<file path="src/rtl/yarp_decode_pipe.sv">
// RV32I decode stage with a small FIFO of decoded bundles.
// Decode is combinational ahead of the queue; head outputs read 0 in reset.
module yarp_decode_pipe #(
  parameter int XLEN  = 32,
  parameter int DEPTH = 2
) (
  input  logic            clk,
  input  logic            reset,
  input  logic            in_valid,
  output logic            in_ready,
  input  logic [31:0]     instr_i,
  input  logic [XLEN-1:0] pc_i,
  input  logic            flush_i,
  output logic            out_valid,
  input  logic            out_ready,
  output logic [4:0]      rs1_o,
  output logic [4:0]      rs2_o,
  output logic [4:0]      rd_o,
  output logic [6:0]      op_o,
  output logic [2:0]      funct3_o,
  output logic [6:0]      funct7_o,
  output logic [5:0]      type_o,
  output logic            illegal_o,
  output logic [XLEN-1:0] imm_o,
  output logic [XLEN-1:0] pc_o
);

  localparam int AW = $clog2(DEPTH);
  localparam int CW = AW + 1;
  localparam logic [CW-1:0] FULL = CW'(DEPTH);

  typedef struct packed {
    logic [4:0]      rs1;
    logic [4:0]      rs2;
    logic [4:0]      rd;
    logic [6:0]      op;
    logic [2:0]      funct3;
    logic [6:0]      funct7;
    logic [5:0]      typ;
    logic            illegal;
    logic [XLEN-1:0] imm;
    logic [XLEN-1:0] pc;
  } bundle_t;

  bundle_t         dec;
  bundle_t         head;
  bundle_t         mem [DEPTH];
  logic [AW-1:0]   wptr;
  logic [AW-1:0]   rptr;
  logic [CW-1:0]   count;
  logic            push;
  logic            pop;

  logic [6:0] op;
  logic is_r, is_i, is_s, is_b, is_u, is_j;

  logic signed [11:0] i_imm;
  logic signed [11:0] s_imm;
  logic signed [12:0] b_imm;
  logic signed [31:0] u_imm;
  logic signed [20:0] j_imm;

  assign op   = instr_i[6:0];
  assign is_r = (op == 7'b0110011);
  assign is_i = (op == 7'b0000011) | (op == 7'b0010011)
              | (op == 7'b1100111);
  assign is_s = (op == 7'b0100011);
  assign is_b = (op == 7'b1100011);
  assign is_u = (op == 7'b0110111) | (op == 7'b0010111);
  assign is_j = (op == 7'b1101111);

  assign i_imm = instr_i[31:20];
  assign s_imm = {instr_i[31:25], instr_i[11:7]};
  assign b_imm = {instr_i[31], instr_i[7], instr_i[30:25],
                  instr_i[11:8], 1'b0};
  assign u_imm = {instr_i[31:12], 12'b0};
  assign j_imm = {instr_i[31], instr_i[19:12], instr_i[20],
                  instr_i[30:21], 1'b0};

  always_comb begin
    dec        = '0;
    dec.rs1    = instr_i[19:15];
    dec.rs2    = instr_i[24:20];
    dec.rd     = instr_i[11:7];
    dec.op     = op;
    dec.funct3 = instr_i[14:12];
    dec.funct7 = instr_i[31:25];
    dec.pc     = pc_i;
    unique case (1'b1)
      is_r: dec.typ = 6'b000001;
      is_i: begin
        dec.typ = 6'b000010;
        dec.imm = XLEN'(i_imm);
      end
      is_s: begin
        dec.typ = 6'b000100;
        dec.imm = XLEN'(s_imm);
      end
      is_b: begin
        dec.typ = 6'b001000;
        dec.imm = XLEN'(b_imm);
      end
      is_u: begin
        dec.typ = 6'b010000;
        dec.imm = XLEN'(u_imm);
      end
      is_j: begin
        dec.typ = 6'b100000;
        dec.imm = XLEN'(j_imm);
      end
      default: dec.illegal = 1'b1;
    endcase
  end

  // A full queue never accepts, even if the head pops this cycle.
  assign in_ready  = (count < FULL) & ~flush_i & ~reset;
  assign out_valid = (count != '0) & ~reset;
  assign push      = in_valid & in_ready;
  assign pop       = out_valid & out_ready;

  always_ff @(posedge clk) begin
    if (reset | flush_i) begin
      count <= '0;
      wptr  <= '0;
      rptr  <= '0;
    end else begin
      if (push) wptr <= wptr + AW'(1);
      if (pop)  rptr <= rptr + AW'(1);
      case ({push, pop})
        2'b10:   count <= count + CW'(1);
        2'b01:   count <= count - CW'(1);
        default: count <= count;
      endcase
    end
  end

  always_ff @(posedge clk) begin
    if (push) mem[wptr] <= dec;
  end

  assign head = reset ? '0 : mem[rptr];

  assign rs1_o     = head.rs1;
  assign rs2_o     = head.rs2;
  assign rd_o      = head.rd;
  assign op_o      = head.op;
  assign funct3_o  = head.funct3;
  assign funct7_o  = head.funct7;
  assign type_o    = head.typ;
  assign illegal_o = head.illegal;
  assign imm_o     = head.imm;
  assign pc_o      = head.pc;

endmodule

</file>
<file path="config.mk">
export PLATFORM = sky130hd
export DESIGN_NAME = yarp_decode_pipe
export DESIGN_NICKNAME = d
export VERILOG_FILES = /design/src/rtl/yarp_decode_pipe.sv
export SDC_FILE = /design/constraint.sdc
export NUM_CORES = 1
export LEC_CHECK = 0
export ABC_AREA = 1
export BUFFER_PORTS_ARGS = -buffer_cell sky130_fd_sc_hd__clkbuf_2
export CAP_MARGIN = 5
export CELL_PAD_IN_SITES_DETAIL_PLACEMENT = 2
export CELL_PAD_IN_SITES_GLOBAL_PLACEMENT = 2
export CORE_ASPECT_RATIO = 1.4
export CORE_MARGIN = 2
export CORE_UTILIZATION = 37
export CTS_BUF_LIST = sky130_fd_sc_hd__clkbuf_8
export CTS_CLUSTER_SIZE = 16
export DETAILED_ROUTE_END_ITERATION = 8
export PLACE_DENSITY = 0.91
export SLEW_MARGIN = 5
export SYNTH_ARGS = -nofsm -noshare
export SYNTH_HDL_FRONTEND = slang
export SYNTH_SLANG_ARGS = --single-unit
export TNS_END_PERCENT = 20
</file>
<file path="constraint.sdc">
create_clock -name clk -period 6.8 [get_ports clk]
set_clock_uncertainty 0.2 [all_clocks]
set_input_delay 0 -clock clk [delete_from_list [all_inputs] [get_ports clk]]
set_output_delay 0 -clock clk [all_outputs]
set_load 0.05 [all_outputs]
</file>
==> flow_summary_export.csv, run 1 <==
group,metric,value,unit
run_status,status,"completed",
route,wl,29180,um
clock_network,clkTransAtPathRegs,0.07,ns
cells_and_area,drive_gt1_share,25.94,%
worst_setup_path,endpoint_kind,"output port",
route,avgViaCountPerCell,5.007,
power_and_ir_drop,switchingPower,0.6816,mW
hold_path,hold_class,"primary input to register",
timing,finalSetupViolations,0,
yosys,syn-cell-area,0.008552,mm2
die,fp.dieH,183.9,um
global_route,grt_pass1_wl,43830,um
cells_and_area,mostFrequentLayoutCells,"nand2_1, edfxtp_1, clkbuf_2, a21oi_1, dlygate4sd3_1",
timing,rsz0062_at_grt,"no",
timing,hold_slack,0.02853,ns
placement,dp_slack,4.018,ns
power_and_ir_drop,pwr-share-comb,8.3,%
timing,maxSlewHeadroom,35.47,%
die,dieWidth,132.5,um
die,die-area,0.02436,mm2
clock_network,htree_levels,2,
timing,worst_pin_slew,0.9680,ns
placement,place_area,0.009656,mm2
yosys,yosys.area.top_type_share,72.33,%
yosys,synth_cell_type_count,22,
run,max_cap_viol_count,0,
route,drtIter0Drc,419,
die,start_util,37.83,%
placement,io_buffer_count,173,
timing,tns,0,ns
clock_network,clk_root_buffer_cell,"clkbuf_8",
timing,drv_slew,0,
cells_and_area,multi_input_area,0.001969,mm2
route,detail_route.first_pass.iterations,4,
timing,post-route-min-period,3.298,ns
die,ioPinCount,174,
cells_and_area,finalNetCount,1028,
global_route,gr-usage-met2,47.17,%
clock_network,clock-sinks,211,
yosys,ys_ff_latch,211,
cells_and_area,layout_commonest_cell,"nand2_1",
cells_and_area,final_core_util,48.71,%
global_route,grt_pass1_vias,7375,
power_and_ir_drop,power.internal,2.088,mW
power_and_ir_drop,p_leak,4.487,nW
worst_setup_path,worstPathArrival,3.10,ns
yosys,avgSynthCellArea,12.03,um2
worst_setup_path,critical_path_class,"register to output port",
clock_network,cts_made_buffers,35,
yosys,yosysTopAreaCell,"edfxtp_1",
yosys,synthTopCellsByArea,"edfxtp_1, nand2_1, a21oi_1, dfxtp_1, nand3_1",
clock_network,clockBufferDepth,3,
yosys,synth_warnings,0,
route,post-route-drc-count,0,
worst_setup_path,crit_path_start_kind,"register",
worst_setup_path,worst-path-max-fanout,64,
worst_setup_path,critPathRequiredTime,6.60,ns
cells_and_area,fin_area,0.01101,mm2
global_route,grt_busiest_layer,"met2",
worst_setup_path,r2r_slack,4.13,ns
cells_and_area,fin_cells,1286,
power_and_ir_drop,power_density,251.5,mW/mm2
power_and_ir_drop,p_seq_share,52.3,%
cells_and_area,fillers,2285,
global_route,met3_usage,3.860,%
yosys,synth_seq_area_share,73.50,%
power_and_ir_drop,pwr-share-clk,39.3,%
route,drtAntennaViolNets,0,
global_route,gr-usage-all-layers,23.82,%
die,num_rows,65,
global_route,grt_max_degree,66,
route,avgRoutedWirePerCell,22.69,um
timing,hold_violations,0,
cells_and_area,area_growth,28.76,%
timing,period_share,48.51,%
placement,gp_congestion,0.7122,
global_route,grt_use_met1,24.86,%
placement,hpwl,17500,um
clock_network,cts_tree,"yes",
die,coreArea,0.02261,mm2
cells_and_area,ff_latch_area,0.006290,mm2
route,vias,6439,
yosys,synth_fp_nets,781,
power_and_ir_drop,p_total,2.770,mW
timing,fin_ws,3.502,ns
power_and_ir_drop,swShare,24.61,%
clock_network,clk_latency,0.52,ns
timing,fmax,303.2,MHz
global_route,grt_antenna_before_repair,2,
placement,place_inst,1153,
global_route,grt-ovfl-total,0,
power_and_ir_drop,peakVddDrop,0.1846,mV
yosys,postSynthCellCount,711,
-- registers in the layout (all words and copies together) (netlist names), named ones only --
name   count
count      2
wptr       1
mem      206
rptr       1
-- path summary, 6_finish.rpt --
path,startpoint,to,cells past startpoint
max reg2reg,count[1],wptr,6
min reg2reg,rptr,register,4
min,pc_i[17],mem[0][17],2
max,register,pc_o[5],5
-- metal layers --
metal	share of wire [%]	wire length, um	up-vias
li1	-	-	2949
met1	37	10800	3250
met2	56	16450	180
met3	3.3	962	60
met4	3.3	961	0
met5	0	0	-
-- power by group through the flow --
stage	sequential, mW	combinational, mW	clock, mW
after floorplan	1.48	0.119	0
after global placement	1.47	0.187	0
after detailed placement	1.48	0.195	0
after CTS	1.45	0.229	1.11
after global routing	1.45	0.245	1.17
final	1.45	0.231	1.09
-- what timing repair did --
action                    4_1_cts  5_1_grt
gates resized for setup         0        0
hold endpoints to repair      207        0
hold buffers                   69        0
buffers inserted                0        0
-- final cells by class --
class	count	share of cell area [%]
sequential	211	57.12
tap	301	3.420
antenna	2	0.04545
clock inverter	25	1.375
timing repair buffer	249	14.63
inverter	26	0.8976
multi-input combinational	435	17.88
clock buffer	37	4.624
-- kinds of logic after synthesis --
family	Yosys count	share of synthesized area [%]
and+or+nand+nor	323	16.17
DFF	211	73.50
AOI/OAI and AO/OA	110	6.437
buffers and inverters	65	3.643
xor gates and xnor gates	1	0.1024
adders and majority gates	1	0.1463
-- synthesized netlist by cell type --
| library cell | number |
|---|---|
| a21oi_1 | 106 |
| inv_1 | 22 |
| dfxtp_1 | 5 |
| buf_2 | 12 |
| edfxtp_1 | 206 |
| ha_1 | 1 |
| nand2_1 | 257 |
| nor2_8 | 1 |
| buf_1 | 5 |
| buf_6 | 3 |
| nand2_2 | 5 |
| buf_4 | 8 |
| nand3_2 | 10 |
| nand2_4 | 4 |
| nor2_2 | 3 |
| nand3_1 | 20 |
| nand2_8 | 1 |
| o21ai_0 | 4 |
| nor2_1 | 22 |
| xor2_1 | 1 |
| inv_2 | 4 |
| clkbuf_1 | 11 |
-- worst max-delay path: stages (launching register included) --
cell,delay [ns]
dfxtp_4,0.69
clkinv_2,0.64
buf_4,0.58
nand2_1,0.22
a21oi_1,0.10
clkbuf_2,0.28
Power figures use the tool's default switching activity.
==> run 2: changes to the inputs <==
Settings changed: CORE_UTILIZATION 37 to 34, PLACE_DENSITY 0.91 to 0.89.
Clock period 6.8 ns to 2.9 ns, I/O delays scaled along.
==> run 2 against run 1 <==
Compared with the run above:
- the run now ends with hold timing left
- global-route usage down 3.5 points
- die area up 8.6%
- sequential power up 130%
- design area up 1.4%
- register-to-register slack worse by 3.9 ns
- critical path depth up 4
- via count down 0.79%
- clock-buffer cell count up 2
==> flow_summary_export.csv, run 2 (same netlist as run 1, synthesis figures left out) <==
group,metric,value,unit
clock_network,cts_tree,"yes",
cells_and_area,layout_commonest_cell,"nand2_1",
route,drtIter0Drc,293,
die,start_util,34.66,%
cells_and_area,finalNetCount,1036,
hold_path,hold_class,"primary input to register",
cells_and_area,antenna_cells,0,
timing,worst_pin_slew,0.8277,ns
worst_setup_path,critical_path_class,"primary input to register",
worst_setup_path,critPathRequiredTime,3.09,ns
clock_network,htree_levels,2,
global_route,grt_use_met1,23.04,%
route,post-route-drc-count,0,
die,num_rows,68,
timing,post-route-min-period,2.818,ns
worst_setup_path,worstRegToRegCells,8,
global_route,gr-usage-met2,39.07,%
global_route,grt-ovfl-total,0,
timing,hold_slack,-0.006679,ns
die,die-area,0.02646,mm2
worst_setup_path,r2r_slack,0.19,ns
route,avgViaCountPerCell,4.895,
placement,io_buffer_count,173,
cells_and_area,regMostFlops,"mem",
hold_path,holdPathStages,5,
timing,drv_slew,0,
placement,gp_congestion,0.7168,
power_and_ir_drop,p_seq_share,52.1,%
power_and_ir_drop,swShare,24.00,%
die,coreArea,0.02467,mm2
clock_network,clk_latency,0.50,ns
timing,hold_violations,1,
power_and_ir_drop,p_total,6.519,mW
power_and_ir_drop,p_leak,4.530,nW
global_route,met3_usage,3.017,%
worst_setup_path,worstPathArrival,3.01,ns
power_and_ir_drop,pwr-share-comb,8.3,%
global_route,grt_pass1_wl,41590,um
global_route,gr-usage-all-layers,20.36,%
cells_and_area,area_growth,30.61,%
timing,maxSlewHeadroom,44.82,%
route,vias,6388,
power_and_ir_drop,peakVddDrop,0.3823,mV
timing,period_share,97.18,%
clock_network,clk_root_buffer_cell,"clkbuf_8",
cells_and_area,drive_gt1_share,26.06,%
route,drtAntennaViolNets,0,
worst_setup_path,crit_path_start_kind,"primary input",
global_route,grt_max_degree,104,
die,ioPinCount,174,
clock_network,cts_made_buffers,36,
clock_network,clockBufferDepth,3,
worst_setup_path,endpoint_kind,"register",
die,fp.dieH,191.7,um
run_status,violations,"hold timing",
global_route,grt_busiest_layer,"met2",
route,wl,26770,um
timing,fmax,354.8,MHz
route,detail_route.first_pass.iterations,4,
cells_and_area,mostFrequentLayoutCells,"nand2_1, edfxtp_1, clkbuf_2, a21oi_1, dlygate4sd3_1",
cells_and_area,final_core_util,45.27,%
power_and_ir_drop,pwr-share-clk,39.6,%
clock_network,clkTransAtPathRegs,0.06,ns
worst_setup_path,worst-path-max-fanout,5,
global_route,grt_pass1_vias,7157,
power_and_ir_drop,switchingPower,1.565,mW
cells_and_area,largest_reg_flops,206,
placement,place_area,0.009738,mm2
timing,finalSetupViolations,0,
cells_and_area,reg_top3,"mem (206), count (2)",
power_and_ir_drop,power.internal,4.954,mW
timing,tns,0,ns
timing,rsz0062_at_grt,"no",
placement,hpwl,15730,um
route,avgRoutedWirePerCell,20.51,um
global_route,grt_antenna_before_repair,0,
die,dieWidth,138.0,um
power_and_ir_drop,power_density,583.7,mW/mm2
cells_and_area,fin_area,0.01117,mm2
run,max_cap_viol_count,0,
clock_network,clock-sinks,211,
run_status,status,"finished with violations",
run 2: cell types whose count changed in the layout (fill, tap and decap cells not counted):
| cell | before | now |
|---|---|---|
| nand3_4 | 0 | 1 |
| clkinv_1 | 6 | 9 |
| buf_12 | 0 | 4 |
| dlygate4sd3_1 | 69 | 74 |
| diode_2 | 2 | 0 |
| buf_4 | 8 | 6 |
| nand3_1 | 20 | 19 |
| clkbuf_8 | 37 | 39 |
| clkinv_2 | 5 | 3 |
| inv_1 | 34 | 31 |
run 2: power by group through the flow:
stage                     registers (mW)  clock network [mW]  logic (mW)
after floorplan                     3.46                   0       0.279
after global placement              3.45                   0       0.446
after detailed placement            3.46                   0       0.459
after CTS                           3.39                2.65       0.539
after global routing                3.40                2.79       0.576
final                               3.39                2.58       0.541
run 2: final cells by class:
| type | count | area (um2) |
|---|---|---|
| Tap cell | 315 | 394.1 |
| Multi-Input combinational cell | 435 | 1982 |
| Fill cell | 2533 | 13500 |
| Inverter | 26 | 98.84 |
| Clock inverter | 23 | 141.4 |
| Timing Repair Buffer | 256 | 1727 |
| Clock buffer | 39 | 536.8 |
| Sequential cell | 211 | 6290 |
run 2: critical path, stage by stage:
cell           delay [ns]
dlygate4sd3_1        0.56
clkbuf_2             0.12
nor2_1               0.07
dlygate4sd3_1        0.72
nand3_4              0.17
o21ai_0              0.18
dlygate4sd3_1        0.58
a21oi_1              0.04
dlygate4sd3_1        0.56
run 2: what timing repair did:
action,4_1_cts,5_1_grt
buffers inserted,0,0
gates resized for setup,0,2
hold buffers,74,0
endpoints found under the setup margin,0,1
endpoints found under the hold margin,207,0
run 2: per-stage QoR:
stage               worst slack, ns  std cells
CTS                         0.07627       1305
detailed placement           0.7553       1169
global route                0.01783       1305
finish                      0.08170       1305
global placement             0.9134       1169
floorplan                   -0.9874        711
run 2: per-layer routing:
layer	wire, um	up-vias
li1	-	2962
met1	10220	3211
met2	14840	167
met3	950	48
met4	764	0
met5	0	-
run 2: worst paths after layout:
path / start / endpoint
setup reg to reg: count[1] / count[0]
setup / recovery: flush_i / wptr
hold / removal: in_valid / count[0]
hold reg to reg: count[0] / count[0]
